$ cat config.mk
export PLATFORM = sky130hd
export DESIGN_NAME = brs_adder_sched
export DESIGN_NICKNAME = d
export VERILOG_FILES = /design/src/rtl/brs_pkg.sv /design/src/rtl/brs_rr_arbiter.sv /design/src/rtl/brs_adder_sched.sv
export SDC_FILE = /design/constraint.sdc
export NUM_CORES = 1
export LEC_CHECK = 0
export BUFFER_PORTS_ARGS = -buffer_cell sky130_fd_sc_hd__buf_4
export CAP_MARGIN = 10
export CORE_ASPECT_RATIO = 1.4
export CORE_MARGIN = 2
export CORE_UTILIZATION = 25
export CTS_BUF_LIST = sky130_fd_sc_hd__clkbuf_4 sky130_fd_sc_hd__clkbuf_8 sky130_fd_sc_hd__clkbuf_16
export DETAILED_ROUTE_END_ITERATION = 8
export GPL_TIMING_DRIVEN = 0
export PLACE_DENSITY = 0.43
export SLEW_MARGIN = 20
export SYNTH_ARGS = -nofsm -noshare
export SYNTH_HDL_FRONTEND = slang
export SYNTH_HIERARCHICAL = 1
export SYNTH_SLANG_ARGS = --single-unit
$ cat constraint.sdc
create_clock -name clk -period 4.05 [get_ports clk]
set_clock_uncertainty 0.1 [all_clocks]
set_input_delay 0.405 -clock clk [delete_from_list [all_inputs] [get_ports clk]]
set_output_delay 0.405 -clock clk [all_outputs]
set_load 0.005 [all_outputs]
$ cat src/rtl/brs_pkg.sv
// Shared types and constants for the brs adder scheduler.
package brs_pkg;

    localparam int unsigned DW_DEF = 8;

    typedef enum logic [1:0] {
        IDLE = 2'd0,
        EXEC = 2'd1,
        RESP = 2'd2
    } state_e;

    // Width of an index into n requesters, never narrower than one bit.
    function automatic int unsigned id_width(input int unsigned n);
        return (n > 1) ? $clog2(n) : 1;
    endfunction

endpackage

$ cat src/rtl/brs_rr_arbiter.sv
// Combinational rotate-priority arbiter: picks the first active request after ptr.
module brs_rr_arbiter
    import brs_pkg::*;
#(
    parameter  int unsigned NREQ = 4,
    localparam int unsigned IDW  = id_width(NREQ)
) (
    input  logic [NREQ-1:0] req,
    input  logic [IDW-1:0]  ptr,
    output logic [NREQ-1:0] grant,
    output logic [IDW-1:0]  gnt_id,
    output logic            any
);

    logic [IDW-1:0] idx;

    // Scan indices ptr+1 .. ptr+NREQ (mod NREQ); first hit wins.
    always_comb begin
        grant  = '0;
        gnt_id = '0;
        any    = 1'b0;
        idx    = '0;
        for (int unsigned k = 1; k <= NREQ; k++) begin
            idx = IDW'((32'(ptr) + k) % NREQ);
            if (!any && req[idx]) begin
                any         = 1'b1;
                grant[idx]  = 1'b1;
                gnt_id      = idx;
            end
        end
    end

endmodule

$ cat src/rtl/brs_adder_sched.sv
// Round-robin scheduler sharing one DW-bit adder between NREQ requesters.
// Optional feature macro: BRS_SATURATE_EN (saturate rsp_sum to all-ones on carry).
module brs_adder_sched
    import brs_pkg::*;
#(
    parameter  int unsigned NREQ = 4,
    parameter  int unsigned DW   = DW_DEF,
    localparam int unsigned IDW  = id_width(NREQ)
) (
    input  logic             clk,
    input  logic             rst,
    input  logic [NREQ-1:0]    req_valid,
    output logic [NREQ-1:0]    req_ready,
    input  logic [NREQ*DW-1:0] req_a,
    input  logic [NREQ*DW-1:0] req_b,
    output logic             rsp_valid,
    input  logic             rsp_ready,
    output logic [DW-1:0]    rsp_sum,
    output logic             rsp_carry,
    output logic [IDW-1:0]   rsp_id,
    output logic             busy
);

    state_e          state;
    logic [IDW-1:0]  ptr;
    logic [IDW-1:0]  id;
    logic [DW-1:0]   op_a;
    logic [DW-1:0]   op_b;
    logic [NREQ-1:0] grant;
    logic [IDW-1:0]  gnt_id;
    logic            any;
    logic [DW-1:0]   sel_a;
    logic [DW-1:0]   sel_b;
    logic [DW:0]     sum_full;
    logic [DW-1:0]   sum_sel;

    brs_rr_arbiter #(.NREQ(NREQ)) u_arb (
        .req    (req_valid),
        .ptr    (ptr),
        .grant  (grant),
        .gnt_id (gnt_id),
        .any    (any)
    );

    // Accept is only offered while idle and out of reset.
    assign req_ready = (state == IDLE && !rst) ? grant : '0;

    // Route the granted requester's operands to the capture registers.
    always_comb begin
        sel_a = '0;
        sel_b = '0;
        for (int i = 0; i < int'(NREQ); i++) begin
            if (grant[i]) begin
                sel_a = req_a[i*DW +: DW];
                sel_b = req_b[i*DW +: DW];
            end
        end
    end

    assign sum_full = {1'b0, op_a} + {1'b0, op_b};

`ifdef BRS_SATURATE_EN
    assign sum_sel = sum_full[DW] ? '1 : sum_full[DW-1:0];
`else
    assign sum_sel = sum_full[DW-1:0];
`endif

    // Control FSM with operand, result and pointer registers.
    always_ff @(posedge clk) begin
        if (rst) begin
            state     <= IDLE;
            ptr       <= IDW'(NREQ - 1);
            id        <= '0;
            op_a      <= '0;
            op_b      <= '0;
            rsp_valid <= 1'b0;
            rsp_sum   <= '0;
            rsp_carry <= 1'b0;
            rsp_id    <= '0;
            busy      <= 1'b0;
        end else begin
            case (state)
                IDLE: begin
                    if (any) begin
                        op_a  <= sel_a;
                        op_b  <= sel_b;
                        id    <= gnt_id;
                        state <= EXEC;
                        busy  <= 1'b1;
                    end
                end
                EXEC: begin
                    rsp_sum   <= sum_sel;
                    rsp_carry <= sum_full[DW];
                    rsp_id    <= id;
                    rsp_valid <= 1'b1;
                    state     <= RESP;
                end
                RESP: begin
                    if (rsp_ready) begin
                        ptr       <= id;
                        rsp_valid <= 1'b0;
                        state     <= IDLE;
                        busy      <= 1'b0;
                    end
                end
                default: begin
                    state     <= IDLE;
                    rsp_valid <= 1'b0;
                    busy      <= 1'b0;
                end
            endcase
        end
    end

endmodule

==> key figures, run 1 <==
Run status
  – Outcome: finished clean

Yosys
  – Synth Register Bits: 35
  – Most common cell in the netlist: dfxtp_1
  – Yosys top cell area share: 26.6%
  – Post-Syn Instances: 322
  – Synth Flop Type: dfxtp_1
  – Post-synth top area cell: dfxtp_1
  – Syn Nets: 410
  – Synth cell count leaders: dfxtp_1, a21oi_1, nand2_1, nor2_1, inv_1
  – Sequential share of the synthesized area: 26.6%
  – Warnings, synthesis: 6
  – Ys async rst share: 0%
  – Synth top area cells: dfxtp_1, ha_1, a221o_1
  – Unique masters post-synth: 55
  – Post-synth EDFFs: 0
  – Syn Area/Cell: 8.19 µm²
  – Mapped Area: 0.00264 mm²

Clocking
  – Worst-Skew Late Latency: 0.28 ns
  – CTS tree: built
  – # resized after CTS: 0
  – H-tree levels: 2
  – Number of CTS-inserted buffers: 5
  – Clock-pin slew on the worst setup and hold paths: 0.05 ns
  – Clock sink count: 35
  – Clk buf depth: 2
  – CTS root buffer: clkbuf_16
  – Post-CTS Setup Repair Bufs: 0
  – Cts-stage hold buffer count: 0

Flow run
  – Max-Cap Viols: 0

Drt
  – Met1 WL: 3550 µm
  – # DRC: 0
  – Routed vias: 2620
  – Uppermost layer routed: met4
  – DRT iter0 DRCs: 71
  – Met2 WL: 3990 µm
  – Via density: 4.75
  – Metal3 WL: 383 µm
  – DR WL/cell: 14.7 µm
  – Initial DRT Pass Iterations: 4
  – ANT nets after route: 0
  – Final WL: 8090 µm

Cells and area
  – Area delta synth->final: 35.8%
  – N_diodes: 0
  – Final #Nets: 501
  – Design Area, Final: 0.00358 mm²
  – Layout Cells excl Fill: 552
  – Layout cells sized above 1: 31.4%

STA
  – Slew Viols, Final: 0
  – Max-slew headroom: 61.3%
  – Fin. Hold Viols: 0
  – Slew @ Worst Pin: 0.575 ns
  – Tcrit/Tclk final: 88.1%
  – Max Freq: 280 MHz
  – Final setup viols: 0
  – RSZ-0062 raised after global routing: false
  – Fin Setup TNS: 0 ns
  – Fin crit period: 3.57 ns

GRT
  – Initial antenna violation count: 0
  – Largest net degree at the start of global routing: 12
  – Total GRT Usage: 14.2%
  – First-pass GRT wire length: 13100 µm
  – Total grt overflow: 0
  – Vias in the first global route: 2595

Pwr
  – Leak: 0.00162 µW
  – Peak supply drop: 0.142 mV
  – Pwr Total: 1310 µW
  – PwrDens: 366 mW/mm²

Die
  – Die height: 126 µm
  – Row count: 44
  – Die ar.: 0.0114 mm²
  – Ports: 88
  – Core area: 0.0103 mm²
  – Die Width: 90.8 µm
  – Initial Util: 25.5%

Place
  – GP Congestion: 0.810
  – HPWL Detailed: 6560 µm
  – Placed Cells: 544
  – IO Port Bufs: 84
  – Placed Area: 0.00344 mm²

Worst setup path
  – Crit-path max cell delay: 0.56 ns
  – Setup crit end kind: output pin
  – CP Max Fanout: 11
  – WP data required: 3.54 ns
  – Worst path arrival time: 3.06 ns
  – Startpoint Class: flop
  – CP Class: reg2out
  – Slowest-stage cell, CP: dfxtp_1
  – CP cell instances: inv_1 > ha_1 > buf_6 > mux2i_4 > nand2_1 > o21ai_1 > a221o_1 > buf_2 > clkbuf_1 > and2_1 > buf_4

Hold path
  – Min-delay worst type: in2reg
## registers in the layout, summed over array words and instances, names as in the netlist
| signal | flops |
|---|---|
| op_a | 8 |
| state | 2 |
| rsp_carry | 1 |
| busy | 1 |
| id | 2 |
| rsp_sum | 8 |
| ptr | 2 |
| rsp_valid | 1 |
| rsp_id | 2 |
| op_b | 8 |
## path summary, 6_finish.rpt
kind | from | to | slack (ns) | cells past startpoint
worst min-delay path | rsp_ready | state[1] | 0.31 | 3
worst max-delay path | ptr[1] | req_ready[2] | 0.48 | 11
worst max register to register | ptr[1] | op_a[7] | 0.71 | 11
worst min register to register | rsp_id[1] | rsp_id[1] | 0.35 | 2
## critical path, delay by kind of cell (launching register included)
kind | cells | cell delay (ns)
AOI/OAI and AO/OA | 2 | 0.19
adders and majority gates | 1 | 0.35
buffers and inverters | 5 | 1.06
DFF | 1 | 0.56
muxes | 1 | 0.33
and+or+nand+nor | 2 | 0.30
## power by group
part           switching, µW  leakage [µW]  total [µW]  internal, µW
sequential              32.3      0.000288         425           393
combinational            268       0.00126         520           251
clock                    141     0.0000733         365           224
## layer usage
metal	up-vias	GRT usage, %
li1	1362	-
met1	1176	17.5
met2	72	24.8
met3	10	2.77
met4	0	4.72
met5	-	0
## area by class of cell
cell class	instances	area, µm²
timing repair buffer	84	631
clock buffer	5	125
buffer	25	155
multi-input combinational	237	1690
sequential	35	701
inverter	25	93.8
fill	1168	6770
tap	138	173
clock inverter	3	15.0
## cells by family (layout without fill, tap and decap cells)
logic type	Yosys count	count (layout)	share of synthesized area [%]
flip-flops	35	35	26.6
XOR/XNOR	4	4	1.33
multiplexers	8	8	4.08
adder cells (fa/ha/maj)	17	17	8.35
AO/OA/AOI/OAI	103	103	31.4
AND/OR/NAND/NOR	105	105	18.8
buffers and inverters	50	142	9.44
## per-stage QoR
| stage | utilization, % | setup WS (ns) | hold WS (ns) |
|---|---|---|---|
| floorplan | - | 1.15 | 0.344 |
| global placement | 33.2 | 0.688 | 0.343 |
| detailed placement | 33.2 | 0.695 | 0.349 |
| CTS | 34.6 | 0.432 | 0.312 |
| global route | 34.6 | 0.172 | 0.318 |
| finish | 34.6 | 0.482 | 0.313 |
## cell usage in the layout, fill, tap and decap left out, types with 2 or more instances in the layout
cell and instances:
o21ai_0 6, nor2_1 29, clkinv_2 3, buf_4 88, a221oi_2 11, a31oi_1 2, a221o_1 19, or3_1 2
inv_1 24, mux2i_1 4, dfxtp_1 35, clkbuf_1 9, buf_2 7, a221oi_1 7, nor3_1 21, nand2b_1 5
a211oi_1 6, buf_6 5, nand2_1 29, xnor2_1 3, and2_1 6, a21oi_1 30, o21ai_1 5, o22ai_1 2
a21boi_0 2, a21o_1 2, nor2_2 2, ha_1 16, nand3_1 2, clkbuf_16 5
(Power assumes the default switching activity.)
==> inputs of run 2 (changes only) <==
Settings changed: CELL_PAD_IN_SITES_DETAIL_PLACEMENT set to 0, CELL_PAD_IN_SITES_GLOBAL_PLACEMENT set to 1, PLACE_DENSITY 0.43 to 0.57.
==> run 2 against run 1 <==
Net effect:
- final area is 0.56% higher
- non-clock buffer count stayed put
- sequential cell count stayed put
- critical path type unchanged
- largest cell class unchanged
- highest routed layer unchanged
==> key figures, run 2 (synthesized netlist as in run 1, its figures left out) <==
Place
  – HPWL Detailed: 6520 µm (was 6560 µm)
  – GP Congestion: 0.760 (was 0.810)
  – IO Port Bufs: 84 (unchanged)
  – Placed Cells: 544 (unchanged)
  – DP Worst Slack: 0.643 ns (was 0.695 ns)
  – Placed Area: 0.00344 mm² (unchanged)

Worst setup path
  – Reg2reg setup slack: 0.67 ns (was 0.71 ns)
  – Worst path arrival time: 3.10 ns (was 3.06 ns)
  – CP Max Fanout: 10 (was 11)
  – Setup crit end: req_ready[2] (unchanged)
  – Critical path origin: ptr[0] (was ptr[1])
  – FF-to-FF path depth: 13 (was 11)
  – WP data required: 3.54 ns (about the same)
  – Startpoint Class: flop (unchanged)
  – Setup crit end kind: output pin (unchanged)
  – Worst r2r src: ptr[0] (was ptr[1])
  – CP Class: reg2out (unchanged)
  – FF-to-FF End: op_a[6] (was op_a[7])

Drt
  – Routed vias: 2632 (was 2620)
  – Initial DRT Pass Iterations: 4 (unchanged)
  – # DRC: 0 (unchanged)
  – DRT iter0 DRCs: 70 (was 71)
  – Final WL: 8160 µm (was 8090 µm)
  – ANT nets after route: 0 (unchanged)
  – Via density: 4.77 (was 4.75)
  – DR WL/cell: 14.8 µm (was 14.7 µm)

Pwr
  – Peak supply drop: 0.192 mV (was 0.142 mV)
  – Leak: 0.00163 µW (was 0.00162 µW)
  – PwrDens: 375 mW/mm² (was 366 mW/mm²)

STA
  – Slew Viols, Final: 0 (unchanged)
  – Max Freq: 277 MHz (was 280 MHz)
  – Max-slew headroom: 61.1% (was 61.3%)
  – RSZ-0062 raised after global routing: false (unchanged)
  – Tcrit/Tclk final: 89.1% (was 88.1%)
  – Fin Setup TNS: 0 ns (unchanged)
  – Worst Hold Margin: 0.319 ns (was 0.313 ns)
  – PnR worst setup slack: 0.440 ns (was 0.482 ns)
  – Slew @ Worst Pin: 0.584 ns (was 0.575 ns)
  – Fin. Hold Viols: 0 (unchanged)
  – Fin crit period: 3.61 ns (was 3.57 ns)
  – Final setup viols: 0 (unchanged)

Cells and area
  – Most common cell after layout, fill and taps aside: buf_4 (unchanged)
  – N_diodes: 0 (unchanged)
  – Commonest cells after routing, fill and taps aside: buf_4, dfxtp_1, a21oi_1 (unchanged)
  – Layout Cells excl Fill: 552 (unchanged)
  – Largest registers: op_a x8, op_b x8, rsp_sum x8 (unchanged)
  – Area delta synth->final: 36.5% (was 35.8%)
  – Final #Nets: 501 (unchanged)
  – Layout cells sized above 1: 31.4% (unchanged)
  – Design Area, Final: 0.00360 mm² (was 0.00358 mm²)

Run status
  – Outcome: finished clean (unchanged)

GRT
  – Vias in the first global route: 2690 (was 2595)
  – Met3 usage: 2.35% (was 2.77%)
  – Gr busiest metal: met2 (unchanged)
  – Met1 Use GR: 17.4% (was 17.5%)
  – Largest net degree at the start of global routing: 12 (unchanged)
  – Initial antenna violation count: 0 (unchanged)
  – Total grt overflow: 0 (unchanged)
  – Total GRT Usage: 14.3% (was 14.2%)
  – M2 GR Usage: 25.9% (was 24.8%)
  – First-pass GRT wire length: 13300 µm (was 13100 µm)

Clocking
  – Clock-pin slew on the worst setup and hold paths: 0.05 ns (about the same)
  – Post-CTS Setup Repair Bufs: 0 (unchanged)
  – CTS root buffer: clkbuf_16 (unchanged)
  – H-tree levels: 2 (unchanged)
  – Clock sink count: 35 (unchanged)
  – CTS tree: built (unchanged)
  – Cts-stage hold buffer count: 0 (unchanged)
  – Worst-Skew Late Latency: 0.27 ns (was 0.28 ns)
  – Number of CTS-inserted buffers: 5 (unchanged)
  – # resized after CTS: 0 (unchanged)
  – Clk buf depth: 2 (unchanged)

Die
  – Die Width: 90.8 µm (unchanged)
  – Die ar.: 0.0114 mm² (unchanged)
  – Ports: 88 (unchanged)
  – Row count: 44 (unchanged)
  – Initial Util: 25.5% (unchanged)
  – Core area: 0.0103 mm² (unchanged)
  – Die height: 126 µm (unchanged)

Hold path
  – Min-delay worst type: in2reg (unchanged)

Flow run
  – Max-Cap Viols: 0 (unchanged)
run 2: how the worst min path moves through the flow:
stage | start | endpoint | cells past startpoint
6_report | rsp_ready | state[1] | 3
2_1_floorplan | id[0] | rsp_id[0] | 2
4_1_cts | rsp_ready | state[1] | 3
3_3_place_gp | rsp_sum[1] | rsp_sum[1] | 2
5_1_grt | rsp_ready | state[1] | 3
3_5_place_dp | rsp_sum[1] | rsp_sum[1] | 2
run 2: cell type report:
type | count | area (µm²)
clock buffer | 8 | 160
fill | 1164 | 6750
timing repair buffer | 84 | 631
inverter | 25 | 93.8
buffer | 25 | 155
sequential | 35 | 701
tap | 138 | 173
multi-input combinational | 237 | 1690
run 2: metal layers:
metal  wire length, µm  up-vias
li1                  -     1353
met1              3660     1208
met2              4070       64
met3               325        7
met4               108        0
met5                 0        -
run 2: report_power, final:
part	total, µW	internal [µW]	switching (µW)
Combinational	523	251	272
Clock	402	268	134
Sequential	425	393	32.6
run 2: critical path, stage by stage (launching register included):
cell and delay (ns):
dfxtp_1 0.51, buf_4 0.25, inv_2 0.10, ha_1 0.30, buf_6 0.14, mux2i_4 0.33
nand2_1 0.09, o21ai_1 0.07, a221o_1 0.12, buf_2 0.17, clkbuf_1 0.42, and2_1 0.21
buf_4 0.11
run 2: per-stage QoR:
step	utilization [%]	power [µW]
after detailed placement	33.2	960
final	34.8	1350
after floorplan	-	778
after global placement	33.2	957
after CTS	34.8	1370
after global routing	34.8	1440
==> inputs of run 3 (changes only) <==
Settings changed: ABC_AREA set to 1, PLACE_DENSITY 0.57 to 0.58.
Clock period 4.05 ns to 3.7 ns, I/O delays scaled along.
==> run 3 against run 2 <==
Net effect:
- register-to-register slack gained 0.21 ns
- clock-buffer cell count shrank 1
- sequential power grew 20%
- critical path type unchanged
==> key figures, run 3 <==
Cells and area
  – Commonest cells after routing, fill and taps aside: nand2_1, buf_4, a21oi_1 (was buf_4, dfxtp_1, a21oi_1)
  – Largest registers: op_a x8, op_b x8, rsp_sum x8 (unchanged)
  – Area delta synth->final: 37.3% (was 36.5%)
  – N_diodes: 0 (unchanged)
  – Most common cell after layout, fill and taps aside: nand2_1 (was buf_4)
  – Final #Nets: 554 (was 501)
  – Design Area, Final: 0.00358 mm² (was 0.00360 mm²)
  – Core Util, Final: 34.8% (about the same)
  – Layout cells sized above 1: 30.8% (was 31.4%)

Die
  – Die height: 125 µm (was 126 µm)
  – Core area: 0.0103 mm² (about the same)
  – Initial Util: 25.4% (was 25.5%)
  – Row count: 44 (unchanged)
  – Die Width: 90.4 µm (was 90.8 µm)
  – Die ar.: 0.0113 mm² (was 0.0114 mm²)
  – Ports: 88 (unchanged)

Clocking
  – Post-CTS Setup Repair Bufs: 0 (unchanged)
  – Clock sink count: 35 (unchanged)
  – CTS root buffer: clkbuf_16 (unchanged)
  – CTS tree: built (unchanged)
  – Number of CTS-inserted buffers: 5 (unchanged)
  – Clock-pin slew on the worst setup and hold paths: 0.06 ns (was 0.05 ns)
  – H-tree levels: 2 (unchanged)
  – Cts-stage hold buffer count: 0 (unchanged)
  – Worst-Skew Late Latency: 0.28 ns (was 0.27 ns)
  – Clk buf depth: 2 (unchanged)
  – # resized after CTS: 0 (unchanged)

STA
  – RSZ-0062 raised after global routing: false (unchanged)
  – Slew @ Worst Pin: 0.457 ns (was 0.584 ns)
  – Final setup viols: 0 (unchanged)
  – Fin. Hold Viols: 0 (unchanged)
  – Fin Setup TNS: 0 ns (unchanged)
  – Slew Viols, Final: 0 (unchanged)
  – Tcrit/Tclk final: 88.4%
  – Max Freq: 306 MHz
  – Fin crit period: 3.27 ns
  – Max-slew headroom: 69.6% (was 61.1%)

Pwr
  – Peak supply drop: 0.165 mV (was 0.192 mV)
  – Leak: 0.00176 µW (was 0.00163 µW)
  – Pwr Total: 1640 µW (was 1350 µW)
  – PwrDens: 459 mW/mm² (was 375 mW/mm²)

Worst setup path
  – WP data required: 3.23 ns (was 3.54 ns)
  – Crit path buffers/inverters: 6 (unchanged)
  – Slowest-stage cell, CP: dfxtp_2 (was dfxtp_1)
  – CP top delay family: buffers and inverters (unchanged)
  – CP Class: reg2out (unchanged)
  – Critical path origin: ptr[1] (was ptr[0])
  – Setup crit end kind: output pin (unchanged)
  – Startpoint Class: flop (unchanged)
  – CP Max Fanout: 10 (unchanged)
  – CP cell instances: inv_1 > ha_1 > inv_1 > nand2_2 > nand2_2 > nor2_2 > a21oi_1 > nand3_1 > buf_2 > clkinv_1 > buf_2 > nor2_1 > buf_4 (was buf_4 > inv_2 > ha_1 > buf_6 > mux2i_4 > nand2_1 > o21ai_1 > a221o_1 > buf_2 > clkbuf_1 > and2_1 > buf_4)
  – Worst r2r src: ptr[1] (was ptr[0])
  – Worst path arrival time: 2.80 ns (was 3.10 ns)
  – Crit-path max cell delay: 0.42 ns (was 0.51 ns)

GRT
  – Initial antenna violation count: 0 (unchanged)
  – First-pass GRT wire length: 13400 µm (was 13300 µm)
  – Largest net degree at the start of global routing: 11 (was 12)
  – Total grt overflow: 0 (unchanged)
  – Vias in the first global route: 2713 (was 2690)
  – Total GRT Usage: 14.9% (was 14.3%)

Drt
  – Initial DRT Pass Iterations: 4 (unchanged)
  – Met1 WL: 3510 µm (was 3660 µm)
  – Met2 WL: 4340 µm (was 4070 µm)
  – Final WL: 8270 µm (was 8160 µm)
  – ANT nets after route: 0 (unchanged)
  – # DRC: 0 (unchanged)
  – Routed vias: 2733 (was 2632)
  – Uppermost layer routed: met4 (unchanged)
  – Metal3 WL: 252 µm (was 325 µm)
  – DR WL/cell: 13.7 µm (was 14.8 µm)
  – Via density: 4.52 (was 4.77)
  – DRT iter0 DRCs: 75 (was 70)

Place
  – HPWL Detailed: 6810 µm (was 6520 µm)
  – Placed Area: 0.00344 mm² (about the same)
  – GP Congestion: 0.788 (was 0.760)
  – IO Port Bufs: 87 (was 84)

Yosys
  – Syn Area/Cell: 7.02 µm² (was 8.19 µm²)
  – Ys async rst share: 0% (unchanged)
  – Warnings, synthesis: 6 (unchanged)
  – Most common cell in the netlist: nand2_1 (was dfxtp_1)
  – Yosys top cell area share: 26.8% (was 26.6%)
  – Sequential share of the synthesized area: 26.8% (was 26.6%)
  – Mapped Area: 0.00261 mm² (was 0.00264 mm²)
  – Synth top area cells: dfxtp_1, nand2_1, a21oi_1 (was dfxtp_1, ha_1, a221o_1)
  – Unique masters post-synth: 34 (was 55)
  – Synth Flop Type: dfxtp_1 (unchanged)
  – Post-synth EDFFs: 0 (unchanged)
  – Syn Nets: 460 (was 410)
  – Post-Syn Instances: 372 (was 322)
  – Post-synth top area cell: dfxtp_1 (unchanged)
  – Synth Register Bits: 35 (unchanged)
  – Synth cell count leaders: nand2_1, a21oi_1, dfxtp_1 (was dfxtp_1, a21oi_1, nand2_1, nor2_1, inv_1)

Hold path
  – Hold_sp: rst (was rsp_ready)
  – Min-delay worst type: in2reg (unchanged)

Flow run
  – Max-Cap Viols: 0 (unchanged)

Run status
  – Outcome: finished clean (unchanged)
[run 3: changes by cell type after synthesis, sizes merged, moves of 8 or more]
cell    before  now
a221o       19    0
a22oi        1   16
nand3        2   29
nand2       30  101
a21oi       31   42
nor3        21    0
a221oi      18    0
clkbuf       9    1
o211ai       1   19
[run 3: path summary, 6_finish.rpt]
path,to,slack [ns],cells past startpoint
setup / recovery,req_ready[3],0.43,13
hold / removal,state[0],0.25,2
setup reg to reg,op_a[0],0.88,13
hold reg to reg,busy,0.36,2
[run 3: cell type report]
class                   count  area (µm²)
multi-input cells         288        1670
well taps                 138         173
repair buffers             87         653
clock buffers               7         140
flip-flops and latches     35         703
plain buffers              16         115
clock inverters             1        5.00
fillers                  1147        6710
inverters                  33         126
[run 3: cells by family after synthesis]
logic type | Yosys count | synth area share (%)
and+or+nand+nor | 178 | 31.4
xor gates and xnor gates | 1 | 0.336
buffers and inverters | 49 | 9.25
adders and majority gates | 17 | 8.44
DFF | 35 | 26.8
AOI/OAI and AO/OA | 92 | 23.7
[run 3: layer usage]
metal  track usage [%]  up-vias
met1              17.1     1217
met2              27.7       58
met4              5.79        0
met5                 0        -
li1                  -     1449
met3              1.69        9
[run 3: power breakdown]
part	internal [µW]	switching, µW	total (µW)
Sequential	454	54.1	508
Combinational	317	400	717
Clock	263	157	420
Total	1030	610	1640
[run 3: per-stage QoR]
step	cells	hold slack (ns)	worst slack, ns
floorplan	372	0.339	1.13
global placement	597	0.359	0.489
detailed placement	597	0.360	0.507
CTS	605	0.256	0.203
global route	605	0.253	0.0979
finish	605	0.249	0.428
